--- src/rtl/bus_arbiter_rr_pkg.sv ---
// Shared definitions for the round-robin bus arbiter: FSM states, hold counter
// width, active-low level names and the owner index width helper.
package bus_arbiter_rr_pkg;

    typedef enum logic {
        ST_GRANT = 1'b0,
        ST_GAP   = 1'b1
    } arb_state_t;

    localparam int unsigned HOLD_W = 8;

    localparam logic ENABLE_  = 1'b0;
    localparam logic DISABLE_ = 1'b1;

    function automatic int unsigned owner_width(input int unsigned n);
        return (n <= 2) ? 1 : $clog2(n);
    endfunction

endpackage

--- src/rtl/bus_arbiter_rr_pick.sv ---
// Rotate-priority search: returns the first asserted request at or after i_start,
// wrapping modulo N.
module bus_arb_rr_pick #(
    parameter int unsigned N = 4,
    parameter int unsigned W = 2
) (
    input  logic [N-1:0] i_req,
    input  logic [W-1:0] i_start,
    output logic         o_found,
    output logic [W-1:0] o_idx
);

    function automatic logic [W:0] f_pick(input logic [N-1:0] req, input logic [W-1:0] start);
        logic           found;
        logic [W-1:0]   idx;
        int unsigned    j;
        found = 1'b0;
        idx   = '0;
        for (int unsigned k = 0; k < N; k++) begin
            j = (int'(start) + k) % N;
            if (!found && req[j]) begin
                found = 1'b1;
                idx   = W'(j);
            end
        end
        return {found, idx};
    endfunction

    always_comb begin
        {o_found, o_idx} = f_pick(i_req, i_start);
    end

endmodule

--- src/rtl/bus_arbiter_rr.sv ---
// Round-robin system bus arbiter with per-owner hold limit, lock override and an
// optional one-cycle idle gap on every ownership change.
module bus_arbiter_rr
    import bus_arbiter_rr_pkg::*;
#(
    parameter  int unsigned NUM_MASTERS  = 4,
    parameter  int unsigned MAX_HOLD     = 0,
    parameter  int unsigned HANDOVER_GAP = 0,
    localparam int unsigned OWNER_W      = owner_width(NUM_MASTERS)
) (
    input  logic                   clk,
    input  logic                   rst,
    input  logic [NUM_MASTERS-1:0] req_,
    input  logic [NUM_MASTERS-1:0] lock_,
    output logic [NUM_MASTERS-1:0] grnt_,
    output logic [OWNER_W-1:0]     owner,
    output logic                   bus_idle
);

    localparam logic [HOLD_W-1:0] HOLD_LIM = (MAX_HOLD == 0) ? '0 : HOLD_W'(MAX_HOLD - 1);

    arb_state_t               r_state;
    logic [OWNER_W-1:0]       r_owner;
    logic [HOLD_W-1:0]        r_hold;
    logic [NUM_MASTERS-1:0]   r_grnt_;
    logic                     r_idle;

    logic [NUM_MASTERS-1:0]   w_req;
    logic [NUM_MASTERS-1:0]   w_others;
    logic [OWNER_W-1:0]       w_start;
    logic                     w_owner_req;
    logic                     w_owner_lock;
    logic                     w_timeout;
    logic                     w_found;
    logic [OWNER_W-1:0]       w_next;

    function automatic logic [NUM_MASTERS-1:0] f_onehot(input logic [OWNER_W-1:0] idx);
        return NUM_MASTERS'(1) << idx;
    endfunction

    always_comb begin
        w_req        = ~req_;
        w_others     = w_req & ~f_onehot(r_owner);
        w_start      = (r_owner == OWNER_W'(NUM_MASTERS - 1)) ? '0 : OWNER_W'(r_owner + 1'b1);
        w_owner_req  = w_req[r_owner];
        w_owner_lock = (lock_[r_owner] == ENABLE_);
        w_timeout    = (MAX_HOLD != 0) && (r_hold >= HOLD_LIM) && !w_owner_lock && (|w_others);
    end

    // The owner is masked out of the search so parking and handover fall out of w_found.
    bus_arb_rr_pick #(
        .N (NUM_MASTERS),
        .W (OWNER_W)
    ) u_pick (
        .i_req   (w_others),
        .i_start (w_start),
        .o_found (w_found),
        .o_idx   (w_next)
    );

    // Grant/idle are registered from the next-state values, so they always match
    // a decode of the registered owner and state.
    always_ff @(posedge clk) begin
        if (rst) begin
            r_state <= ST_GRANT;
            r_owner <= '0;
            r_hold  <= '0;
            r_grnt_ <= ~f_onehot('0);
            r_idle  <= 1'b0;
        end else begin
            case (r_state)
                ST_GAP: begin
                    r_state <= ST_GRANT;
                    r_grnt_ <= ~f_onehot(r_owner);
                    r_idle  <= 1'b0;
                end
                default: begin
                    if (w_owner_req && !w_timeout) begin
                        r_hold <= (r_hold == '1) ? r_hold : r_hold + 1'b1;
                    end else if (w_found) begin
                        r_owner <= w_next;
                        r_hold  <= '0;
                        if (HANDOVER_GAP != 0) begin
                            r_state <= ST_GAP;
                            r_grnt_ <= '1;
                            r_idle  <= 1'b1;
                        end else begin
                            r_grnt_ <= ~f_onehot(w_next);
                        end
                    end else begin
                        r_hold <= '0;
                    end
                end
            endcase
        end
    end

    assign grnt_    = r_grnt_;
    assign owner    = r_owner;
    assign bus_idle = r_idle;

endmodule

--- config.mk ---
export PLATFORM = sky130hd
export DESIGN_NAME = bus_arbiter_rr
export DESIGN_NICKNAME = d
export VERILOG_FILES = /design/src/rtl/bus_arbiter_rr_pkg.sv /design/src/rtl/bus_arbiter_rr_pick.sv /design/src/rtl/bus_arbiter_rr.sv
export SDC_FILE = /design/constraint.sdc
export NUM_CORES = 1
export LEC_CHECK = 0
export ABC_AREA = 1
export CORE_MARGIN = 1.5
export CORE_UTILIZATION = 45
export CTS_CLUSTER_DIAMETER = 150
export DETAILED_ROUTE_END_ITERATION = 7
export GPL_ROUTABILITY_DRIVEN = 0
export PLACE_DENSITY = 0.78
export SLEW_MARGIN = 20
export SYNTH_ARGS = -nofsm -noshare
export SYNTH_HDL_FRONTEND = slang
export SYNTH_SLANG_ARGS = --single-unit
--- constraint.sdc ---
create_clock -name clk -period 5.7 [get_ports clk]
set_clock_uncertainty 0.05 [all_clocks]
set_input_delay 1.14 -clock clk [delete_from_list [all_inputs] [get_ports clk]]
set_output_delay 1.14 -clock clk [all_outputs]
set_load 0.02 [all_outputs]
# Word level (Yosys, flattened, before mapping)
# Cells that the tools add are included.
op_classes:
  order_cmp: 5
  n_eq_ne: 1
  reduce_logical: 7
  muxes: 21
  n_shift: 2
  n_addsub: 4
  bitwise: 5
op_table:
  columns: ["cell", "n"]
  rows:
  - ["less-than comparator 2 x 3 -> 1 bit (second input constant)", 5]
  - ["NOT 4 bit", 3]
  - ["binary-select mux 1 bit (select 2 bit)", 5]
  - ["2-to-1 mux 2 bit", 5]
  - ["2-to-1 mux 1 bit", 9]
  - ["2-to-1 mux 4 bit", 2]
  - ["left shift 1 x 2 -> 4 bit (first input constant)", 2]
  - ["adder 2 x 1 -> 2 bit (second input constant)", 2]
  - ["adder 2 bit (second input constant)", 2]
  - ["bitwise AND 4 bit", 1]
  - ["logical AND 1 bit", 3]
  - ["zero test 1 bit", 3]
  - ["== test 2 bit (second input constant)", 1]
  - ["AND reduction 2 bit", 1]
  - ["NOT 1 bit", 1]
totals:
  wordCells: 47
  out_inout_bits: 7
  register_bits: 6
  in_bits: 10

# Longest topological paths before layout
# Gate-level depths: netlist (run 1).
depth:
  word_depth: 19
  ltp_mapped: 15
  ltp_nobuf: 14

# By module
# A second synthesis (run 1) with hierarchy kept.
hier_totals:
  hier_cells: 117
  area_unflattened_um2: 713.2
modules_own_cells:
  columns: ["module", "seq_area_each_um2", "n_inst", "area_each_um2", "cells_per_inst"]
  rows:
  - ["bus_arbiter_rr", 120.1, 1, 394.1, 58]
  - ["bus_arb_rr_pick", 0.0, 1, 319.1, 59]

# Least setup slack after synthesis (run 1)
# No wires, ideal clock.
synth_path:
  path_kind: "input to register"
  startpoint: "in req_[1]"
  endpoint: "reg r_grnt_[0] (netlist: grnt_[0])"
  t_required_ns: 5.541
  n_path_buf: 0
  arrival_time_ns: 1.993
  cell_stages: 10
  slack_ns: 3.548
  cell_sequence: "nor2_1 nand2_1 nand2_2 inv_2 o21ai_1 nand3_2 nand2_2 nand3_2 nand2_1 inv_1"
synth_via:
  elab_chain_cells: 18
  word_cells_on_any_way: 32
synth_lines:
  columns: ["element", "line", "source"]
  rows:
  - ["start, declared", "bus_arbiter_rr.sv:13", "input logic [NUM_MASTERS-1:0] req_,"]
  - ["NOT 4 bit *", "bus_arbiter_rr.sv:42", "w_req = ~req_;"]
  - ["bitwise AND 4 bit", "bus_arbiter_rr.sv:43", "w_others = w_req & ~f_onehot(r_owner);"]
  - ["binary-select mux 1 bit (select 2 bit)", "bus_arbiter_rr_pick.sv:21", "if (!found && req[j]) begin"]
  - ["2-to-1 mux 1 bit (not written as such)", "bus_arbiter_rr_pick.sv:21", null]
  - ["2-to-1 mux 1 bit", "bus_arbiter_rr_pick.sv:21", null]
  - ["zero test 1 bit", "bus_arbiter_rr_pick.sv:21", null]
  - ["logical AND 1 bit", "bus_arbiter_rr_pick.sv:21", null]
  - ["2-to-1 mux 1 bit", "bus_arbiter_rr_pick.sv:21", null]
  - ["[... 2 more ...]", null, null]
  - ["2-to-1 mux 1 bit", "bus_arbiter_rr_pick.sv:21", null]
  - ["zero test 1 bit", "bus_arbiter_rr_pick.sv:21", null]
  - ["logical AND 1 bit", "bus_arbiter_rr_pick.sv:21", null]
  - ["2-to-1 mux 2 bit", "bus_arbiter_rr_pick.sv:21", null]
  - ["left shift 1 x 2 -> 4 bit", "bus_arbiter_rr.sv:38", "return NUM_MASTERS'(1) << idx;"]
  - ["NOT 4 bit", "bus_arbiter_rr.sv:88", "r_grnt_ <= ~f_onehot(w_next);"]
  - ["2-to-1 mux 4 bit", "bus_arbiter_rr.sv:80", "end else if (w_found) begin"]
  - ["2-to-1 mux 4 bit", "bus_arbiter_rr.sv:78", "if (w_owner_req && !w_timeout) begin"]
  - ["end signal, assigned", "bus_arbiter_rr.sv:68", "r_grnt_ <= ~f_onehot('0);"]
  - ["end signal, assigned", "bus_arbiter_rr.sv:74", "r_grnt_ <= ~f_onehot(r_owner);"]
  - ["end signal, assigned", "bus_arbiter_rr.sv:88", null]
  - ["end, declared", "bus_arbiter_rr.sv:25", "logic [NUM_MASTERS-1:0] r_grnt_;"]
# Every way passes the cells marked *; elsewhere a longest branch is shown, timed or not. The select of a mux whose other input is x is not followed.
# A chain may end at the register's enable or synchronous reset.

# Worst setup path in the final report (run 1)
layout_path:
  startpoint: "reg r_owner[0] (netlist: owner[0])"
  endpoint: "out owner[0]"
layout_rtl:
  columns: ["element", "line", "source"]
  rows:
  - ["start, declared", "bus_arbiter_rr.sv:23", "logic [OWNER_W-1:0] r_owner;"]
  - ["start signal, assigned", "bus_arbiter_rr.sv:81", "r_owner <= w_next;"]
  - ["end, declared", "bus_arbiter_rr.sv:16", "output logic [OWNER_W-1:0] owner,"]
# No word-level cell between the ends.

==> reports/qor.csv, run 1 <==
stage;metric;value;unit
run_status;status;finished, final reports clean;
critical_path;endpoint_kind;primary output;
detailed_routing;vias;663;
global_routing;grt_overflow;0;
synth;syn-cell-area;653;µm²
min_path;hold_depth;2;
placement;pre_cts_slack;2.93;ns
critical_path;reg2reg_depth;13;
power_and_ir_drop;p_leak;0.392;nW
sta;rsz0062_at_grt;false;
global_routing;antenna_found_initial;0;
sta;fin_ws;3.00;ns
sta;fin_setup_tns;0;ns
placement;post-place-cells;130;
clocking;clk_pin_slew;0.04;ns
floorplanning;chipHeight;41.1;µm
finish;drive_gt1_share;22.9;%
critical_path;crit_family;buffers and inverters;
clocking;numCtsBuffers;3;
sta;fin_crit_sh;47.4;%
placement;port_buffers;11;
floorplanning;initial_utilization;49.0;%
finish;layout_common_cells;nand2_1 (34), clkdlybuf4s50_1 (11), nand2_2 (10);
finish;areaGrowthSynthToFinish;20.3;%
detailed_routing;vias_per_cell;4.98;
critical_path;crit_chain;clkdlybuf4s50_1;
critical_path;arrival;1.51;ns
detailed_routing;drc_errors;0;
placement;dpl_cell_area;763;µm²
synth;ys_types;20;
power_and_ir_drop;vdd_drop_max;0.000454;V
min_path;hold_class;flop to flop;
detailed_routing;wl;1270;µm
detailed_routing;final_antenna_net_count;0;
floorplanning;fp.coreArea;1330;µm²
finish;instances_no_fill;133;
critical_path;required;4.51;ns
clocking;cts_tree;built;
floorplanning;fp.dieW;41.1;µm
synth;yosys_warnings;0;
global_routing;grt_pass1_wl;2160;µm
critical_path;path_buf_inv;1;
clocking;clkLatencyLatePin;0.23;ns
clocking;clock_path_buffers;2;
critical_path;crit_path_start_kind;flop;
critical_path;cp_max_fo;12;
sta;fmax;370;MHz
synth;netlist_instances;106;
floorplanning;io-pin-count;17;
synth;synth_area_per_cell;6.16;µm²
finish;layout_commonest_cell;nand2_1;
detailed_routing;first_pass_iters;4;
placement;hpwl;1070;µm
critical_path;reg2reg_to;grnt_[2];
synth;ys_seq_area_share;18.4;%
critical_path;cp_slowest_cell;clkdlybuf4s50_1;
critical_path;startpoint;owner[0];
clocking;cts_setup_buffers;0;
floorplanning;die_area;1690;µm²
clocking;cts-htree-levels;1;
sta;slew_violations;0;
detailed_routing;wire_per_inst;9.55;µm
power_and_ir_drop;fin_total_pwr;0.584;mW
global_routing;grt_pass1_vias;584;
critical_path;critical_path_class;flop to primary output;
sta;setup-violations-final;0;
global_routing;grtUsageTotal;18.7;%
critical_path;max_stage_delay;0.69;ns
sta;period_minus_slack;2.70;ns
min_path;hold_path.startpoint;grnt_[2];
finish;antennaDiodeCount;0;
min_path;holdPathEnd;grnt_[2];
clocking;root_buffer;clkbuf_4;
flow_run;drv_cap;0;
sta;final_hold_viol_count;0;
critical_path;r2r_setup_slack;3.33;ns
synth;syn_nets;120;
finish;nets;134;
finish;finish.instance_area;786;µm²
global_routing;grt_max_degree;13;
clocking;cts_sinks;6;
power_and_ir_drop;p_per_area;743;nW/µm²
clocking;postCtsHoldBufs;0;
clocking;cts_resized;0;
critical_path;worstReg2RegStart;owner[0];
floorplanning;fp-row-count;13;
detailed_routing;drtIter0Drc;7;
critical_path;cp_num_cells;1;
synth;ys_seq_elements;6;
[state kept, by name (all words and copies together) (netlist names)]
register  count
grnt_         4
owner         2
[stage by stage]
step	util (%)	hold slack (ns)
2_1_floorplan	-	0.506
3_3_place_gp	57.2	0.408
3_5_place_dp	57.2	0.415
4_1_cts	58.9	0.432
5_1_grt	58.9	0.440
6_report	58.9	0.425
[report_power, final]
part / switching [mW] / internal (mW)
logic: 0.293 / 0.171
registers: 0.0210 / 0.0625
clock network: 0.0129 / 0.0237
[routing by layer]
layer  vias to the layer above  global-route usage, %  share of wire (%)
li1                        356                      -                  -
met1                       302                   21.2                 49
met2                         5                   36.3                 50
met3                         0                      0               0.94
met5                         -                      0                  0
met4                         0                   7.26                  0
[worst max-delay path by stage]
stage	end	slack, ns
finish	owner[0]	3.00
global route	owner[0]	2.94
CTS	owner[0]	2.99
detailed placement	grnt_[2]	2.93
global placement	grnt_[0]	2.96
floorplan	grnt_[0]	3.55
[final cells by class]
class	count	area [µm²]
tap	15	18.8
multi-input combinational	86	468
clock buffer	3	22.5
inverter	12	46.3
fill	150	548
sequential	6	120
timing repair buffer	11	110
[logic make-up (layout without fill, tap and decap cells)]
logic type / Yosys count / after routing / synth area share (%)
simple gates: 67 / 67 / 51.5
compound gates: 14 / 14 / 11.9
buf+inv: 14 / 26 / 9.96
flops: 6 / 6 / 18.4
fa+ha+maj: 4 / 4 / 7.66
other cells: 1 / 1 / 0.574
[Yosys cell counts]
cell      instances  area, µm²
a21oi_1           6       30.0
buf_4             1       7.51
buf_6             1       11.3
clkinv_2          1       5.00
conb_1            1       3.75
dfxtp_1           6        120
ha_1              4       50.1
inv_1             8       30.0
inv_2             3       11.3
nand2_1          34        128
nand2_2          10       62.6
nand3_1           6       30.0
nand3_2           4       40.0
nand4_1           1       6.26
nor2_1            8       30.0
nor2_2            1       6.26
nor2_4            3       33.8
o21ai_0           3       15.0
o21ai_1           3       15.0
o21ai_2           2       17.5
(Power assumes the default switching activity.)
==> run 2, diff against run 1 <==
==> constraint.sdc (replaced) <==
create_clock -name clk -period 2.8 [get_ports clk]
set_clock_uncertainty 0.05 [all_clocks]
set_input_delay 0.56 -clock clk [delete_from_list [all_inputs] [get_ports clk]]
set_output_delay 0.56 -clock clk [all_outputs]
set_load 0.02 [all_outputs]
==> run 2 against run 1 <==
Global-route usage shrank 0.29 points; final area rose by 0.96%; count of clock-buffer cells in the layout stayed put; first-iteration DRC count grew 130%; sequential power is 82% higher; via count decreased by 2.4%; worst hold slack lost 0.0085 ns; largest cell class unchanged.
==> reports/qor.csv, run 2 (synthesis gave the netlist of run 1 again) <==
stage;metric;value;unit
global_routing;grt_pass1_wl;2060;µm
finish;areaGrowthSynthToFinish;21.5;%
clocking;cts_sinks;6;
min_path;hold_class;flop to flop;
floorplanning;io-pin-count;17;
sta;fin_crit_sh;74.7;%
sta;period_minus_slack;2.09;ns
global_routing;antenna_found_initial;0;
power_and_ir_drop;vdd_drop_max;0.000751;V
clocking;postCtsHoldBufs;0;
critical_path;crit_chain;inv_1, ha_1, inv_1, o21ai_1, nand2_2, nand2_2, nand2_2, a21oi_1, nand2_1, nand2_1, nand2_1, nand2_1, nand3_1;
detailed_routing;drtIter0Drc;16;
placement;dpl_cell_area;771;µm²
critical_path;path_buf_inv;2;
clocking;cts_tree;built;
critical_path;crit_family;simple AND/OR/NAND/NOR gates;
detailed_routing;wire_per_inst;9.07;µm
detailed_routing;wl;1220;µm
placement;hpwl;1020;µm
global_routing;grt_overflow;0;
critical_path;cp_slowest_cell;dfxtp_1;
power_and_ir_drop;p_per_area;1500;nW/µm²
critical_path;path_common_cell;nand2_1;
finish;finish.instance_area;793;µm²
critical_path;max_stage_delay;0.40;ns
sta;fin_setup_tns;0;ns
floorplanning;fp-row-count;13;
critical_path;required;2.87;ns
clocking;cts-htree-levels;1;
finish;final_core_util;59.5;%
power_and_ir_drop;p_leak;0.397;nW
clocking;numCtsBuffers;3;
detailed_routing;drc_errors;0;
floorplanning;die_area;1690;µm²
run_status;status;finished, final reports clean;
global_routing;grtUsageTotal;18.4;%
finish;antennaDiodeCount;0;
floorplanning;fp.coreArea;1330;µm²
placement;post-place-cells;131;
global_routing;grt_max_degree;12;
sta;slew_violations;0;
finish;instances_no_fill;134;
sta;rsz0062_at_grt;false;
clocking;clock_path_buffers;2;
flow_run;drv_cap;0;
clocking;cts_setup_buffers;0;
sta;final_hold_viol_count;0;
critical_path;cp_max_fo;6;
floorplanning;initial_utilization;49.0;%
finish;largest_reg_flops;4;
floorplanning;chipHeight;41.1;µm
detailed_routing;final_antenna_net_count;0;
detailed_routing;first_pass_iters;4;
clocking;cts_resized;0;
critical_path;critical_path_class;flop to flop;
clocking;clk_pin_slew;0.04;ns
sta;fmax;478;MHz
floorplanning;fp.dieW;41.1;µm
finish;drive_gt1_share;23.5;%
sta;setup-violations-final;0;
clocking;root_buffer;clkbuf_4;
critical_path;crit_path_start_kind;flop;
finish;nets;135;
critical_path;endpoint_kind;flop;
detailed_routing;vias;647;
global_routing;grt_pass1_vias;562;
critical_path;arrival;2.16;ns
finish;layout_common_cells;nand2_1 (34), clkdlybuf4s50_1 (11), nand2_2 (10);
placement;port_buffers;11;
finish;layout_commonest_cell;nand2_1;
detailed_routing;vias_per_cell;4.83;
clocking;clkLatencyLatePin;0.24;ns
[run 2: worst register-to-register path, delay by kind of cell, from the launching register on]
family / cells / cell delay [ns]
and+or+nand+nor: 8 / 0.64
buffers and inverters: 2 / 0.24
DFF: 1 / 0.40
adders and majority gates: 1 / 0.39
AOI/OAI and AO/OA: 2 / 0.25
[run 2: where the power goes]
group	switching [mW]	leakage (nW)	total [mW]	internal, mW
clock network	0.0272	0.0138	0.0754	0.0482
logic	0.609	0.333	0.965	0.356
registers	0.0246	0.0497	0.152	0.127
[run 2: cell type report]
type / count / area, µm²
fill: 127 / 541
multi-input combinational: 86 / 468
sequential: 6 / 120
timing repair buffer: 12 / 118
inverter: 12 / 46.3
clock buffer: 3 / 22.5
tap: 15 / 18.8
[run 2: layer usage]
metal / vias to the layer above / global-route usage [%] / share of wire, % / routed length [µm]
met5: - / 0 / 0 / 0
met4: 0 / 9.68 / 1.3 / 16
met3: 2 / 3.26 / 3.7 / 45
met2: 11 / 32.0 / 47 / 566
met1: 276 / 21.0 / 48 / 588
li1: 358 / - / - / -
[run 2: final timing paths]
path / cells past startpoint / endpoint / start / slack [ns]
worst min register to register: 2 / grnt_[3] / grnt_[3] / 0.42
worst max register to register: 13 / grnt_[2] / owner[1] / 0.71
worst max-delay path: 13 / grnt_[2] / owner[1] / 0.71
worst min-delay path: 2 / grnt_[3] / grnt_[3] / 0.42
[run 2: through the flow]
step                setup WS, ns  total power, mW  hold WS [ns]
floorplan                  0.698            0.926         0.506
finish                     0.707             1.19         0.417
global placement           0.635             1.11         0.409
CTS                        0.683             1.21         0.423
detailed placement         0.614             1.12         0.409
global route               0.493             1.33         0.447
==> run 3, diff against run 2 <==
==> constraint.sdc (replaced) <==
create_clock -name clk -period 2.05 [get_ports clk]
set_clock_uncertainty 0.05 [all_clocks]
set_input_delay 0.41 -clock clk [delete_from_list [all_inputs] [get_ports clk]]
set_output_delay 0.41 -clock clk [all_outputs]
set_load 0.02 [all_outputs]
==> run 3 against run 2 <==
Sequential power is 37% higher; maximum frequency increased by 10%; power increased by 44%; sequential cell count stayed put; largest cell class unchanged.
==> reports/qor.csv, run 3 (synthesis gave the netlist of run 1 again) <==
stage;metric;value;unit
detailed_routing;vias_per_cell;4.82;
power_and_ir_drop;seq_power_share;12.1;%
global_routing;grtUsageMet3;3.26;%
sta;fmax;526;MHz
floorplanning;fp.dieW;41.1;µm
finish;antennaDiodeCount;0;
detailed_routing;wl;1290;µm
critical_path;endpoint_kind;flop;
detailed_routing;final_antenna_net_count;0;
critical_path;path_buf_inv;3;
global_routing;grtUsageTotal;18.4;%
sta;setup-violations-final;0;
clocking;root_buffer;clkbuf_4;
floorplanning;io-pin-count;17;
global_routing;grt_max_degree;8;
global_routing;grt_overflow;0;
finish;drive_gt1_share;28.9;%
critical_path;critical_path_class;flop to flop;
floorplanning;chipHeight;41.1;µm
power_and_ir_drop;p_per_area;2060;nW/µm²
power_and_ir_drop;p_clk_share;6.0;%
critical_path;arrival;1.98;ns
power_and_ir_drop;p_sw_share;54.8;%
sta;hold_slack;0.420;ns
sta;rsz0062_at_grt;true;
flow_run;drv_cap;0;
clocking;numCtsBuffers;3;
clocking;clkLatencyLatePin;0.23;ns
placement;port_buffers;11;
floorplanning;initial_utilization;49.0;%
power_and_ir_drop;p_leak;0.407;nW
min_path;hold_path.startpoint;grnt_[3];
min_path;hold_class;flop to flop;
critical_path;cp_slowest_cell;dfxtp_2;
detailed_routing;first_pass_iters;4;
clocking;postCtsHoldBufs;0;
critical_path;startpoint;owner[0];
critical_path;crit_family;simple AND/OR/NAND/NOR gates;
power_and_ir_drop;p_int;0.774;mW
finish;layout_commonest_cell;nand2_1;
global_routing;antenna_found_initial;0;
floorplanning;fp.coreArea;1330;µm²
clocking;clock_path_buffers;2;
placement;hpwl;1030;µm
placement;post-place-cells;133;
critical_path;required;2.14;ns
finish;largest_reg_flops;4;
sta;slew_violations;0;
clocking;clk_pin_slew;0.04;ns
floorplanning;fp-row-count;13;
clocking;cts_sinks;6;
global_routing;grt_pass1_vias;553;
run_status;status;finished, final reports clean;
sta;final_hold_viol_count;0;
finish;layout_common_cells;nand2_1 (32), nand2_2 (12), clkdlybuf4s50_1 (11);
power_and_ir_drop;p_sw;0.939;mW
finish;final_core_util;62.3;%
critical_path;worstReg2RegStart;owner[0];
finish;areaGrowthSynthToFinish;27.2;%
critical_path;cp_max_fo;7;
clocking;cts_tree;built;
sta;fin_crit_sh;92.7;%
finish;nets;137;
detailed_routing;drtIter0Drc;10;
clocking;cts-htree-levels;1;
sta;period_minus_slack;1.90;ns
critical_path;max_stage_delay;0.33;ns
global_routing;grt_pass1_wl;2060;µm
global_routing;grt-busiest-layer;met2;
finish;instances_no_fill;136;
critical_path;crit_path_start_kind;flop;
sta;fin_ws;0.150;ns
placement;pre_cts_slack;0.0224;ns
global_routing;use_met1;21.9;%
global_routing;grt_use_met2;30.9;%
floorplanning;die_area;1690;µm²
detailed_routing;wire_per_inst;9.49;µm
critical_path;crit_chain;buf_4, ha_2, nor2_4, nand2_1, nand2_2, inv_2, o21ai_1, nand3_2, nand2_2, nand3_2, nand2_1, inv_1;
power_and_ir_drop;vdd_drop_max;0.00105;V
detailed_routing;drc_errors;0;
power_and_ir_drop;power_frac_comb;81.9;%
detailed_routing;vias;656;
[run 3: changes by cell type in the layout (fill, tap and decap cells not counted), moves of 2 or more]
cell and change:
nand2_2 +2, nand2_1 -2, buf_4 +2, ha_1 -2
[run 3: what timing repair did]
| action | CTS | global route |
|---|---|---|
| endpoints found under the hold margin | 0 | 0 |
| setup buffers | 0 | 0 |
| setup endpoints to repair | 0 | 6 |
| gates resized for setup | 0 | 6 |
[run 3: worst reg2reg max path: stages (launching register included)]
cell,delay (ns)
dfxtp_2,0.33
buf_4,0.16
ha_2,0.22
nor2_4,0.19
nand2_1,0.11
nand2_2,0.14
inv_2,0.06
o21ai_1,0.15
nand3_2,0.13
nand2_2,0.11
nand3_2,0.07
nand2_1,0.06
inv_1,0.04
[run 3: metal layers]
| layer | vias to the layer above | wire [µm] |
|---|---|---|
| met5 | - | 0 |
| met4 | 0 | 0 |
| met3 | 0 | 32 |
| met2 | 9 | 638 |
| met1 | 286 | 620 |
| li1 | 361 | - |
[run 3: cell type report]
type	count	area, µm²
Tap cell	15	18.8
Clock buffer	3	22.5
Multi-Input combinational cell	86	488
Sequential cell	6	121
Timing Repair Buffer	14	133
Fill cell	124	503
Inverter	12	47.5
[run 3: per-stage QoR]
stage | area (µm²) | setup TNS (ns) | total power [mW]
finish | 831 | 0 | 1.71
global route | 831 | -0.0198 | 1.89
floorplan | 654 | 0 | 1.27
global placement | 787 | 0 | 1.54
detailed placement | 787 | 0 | 1.56
CTS | 810 | 0 | 1.68
[run 3: final timing paths]
| check | endpoint | slack (ns) | cells past startpoint |
|---|---|---|---|
| setup reg to reg | grnt_[0] | 0.15 | 12 |
| hold / removal | grnt_[3] | 0.42 | 2 |
| setup / recovery | grnt_[0] | 0.15 | 12 |
| hold reg to reg | grnt_[3] | 0.42 | 2 |
[run 3: power by group through the flow]
stage	Sequential (mW)	Clock [mW]	Combinational [mW]
after floorplan	0.278	0	0.990
after global placement	0.205	0	1.33
after detailed placement	0.206	0	1.35
after CTS	0.205	0.109	1.37
after global routing	0.213	0.112	1.56
final	0.208	0.102	1.40
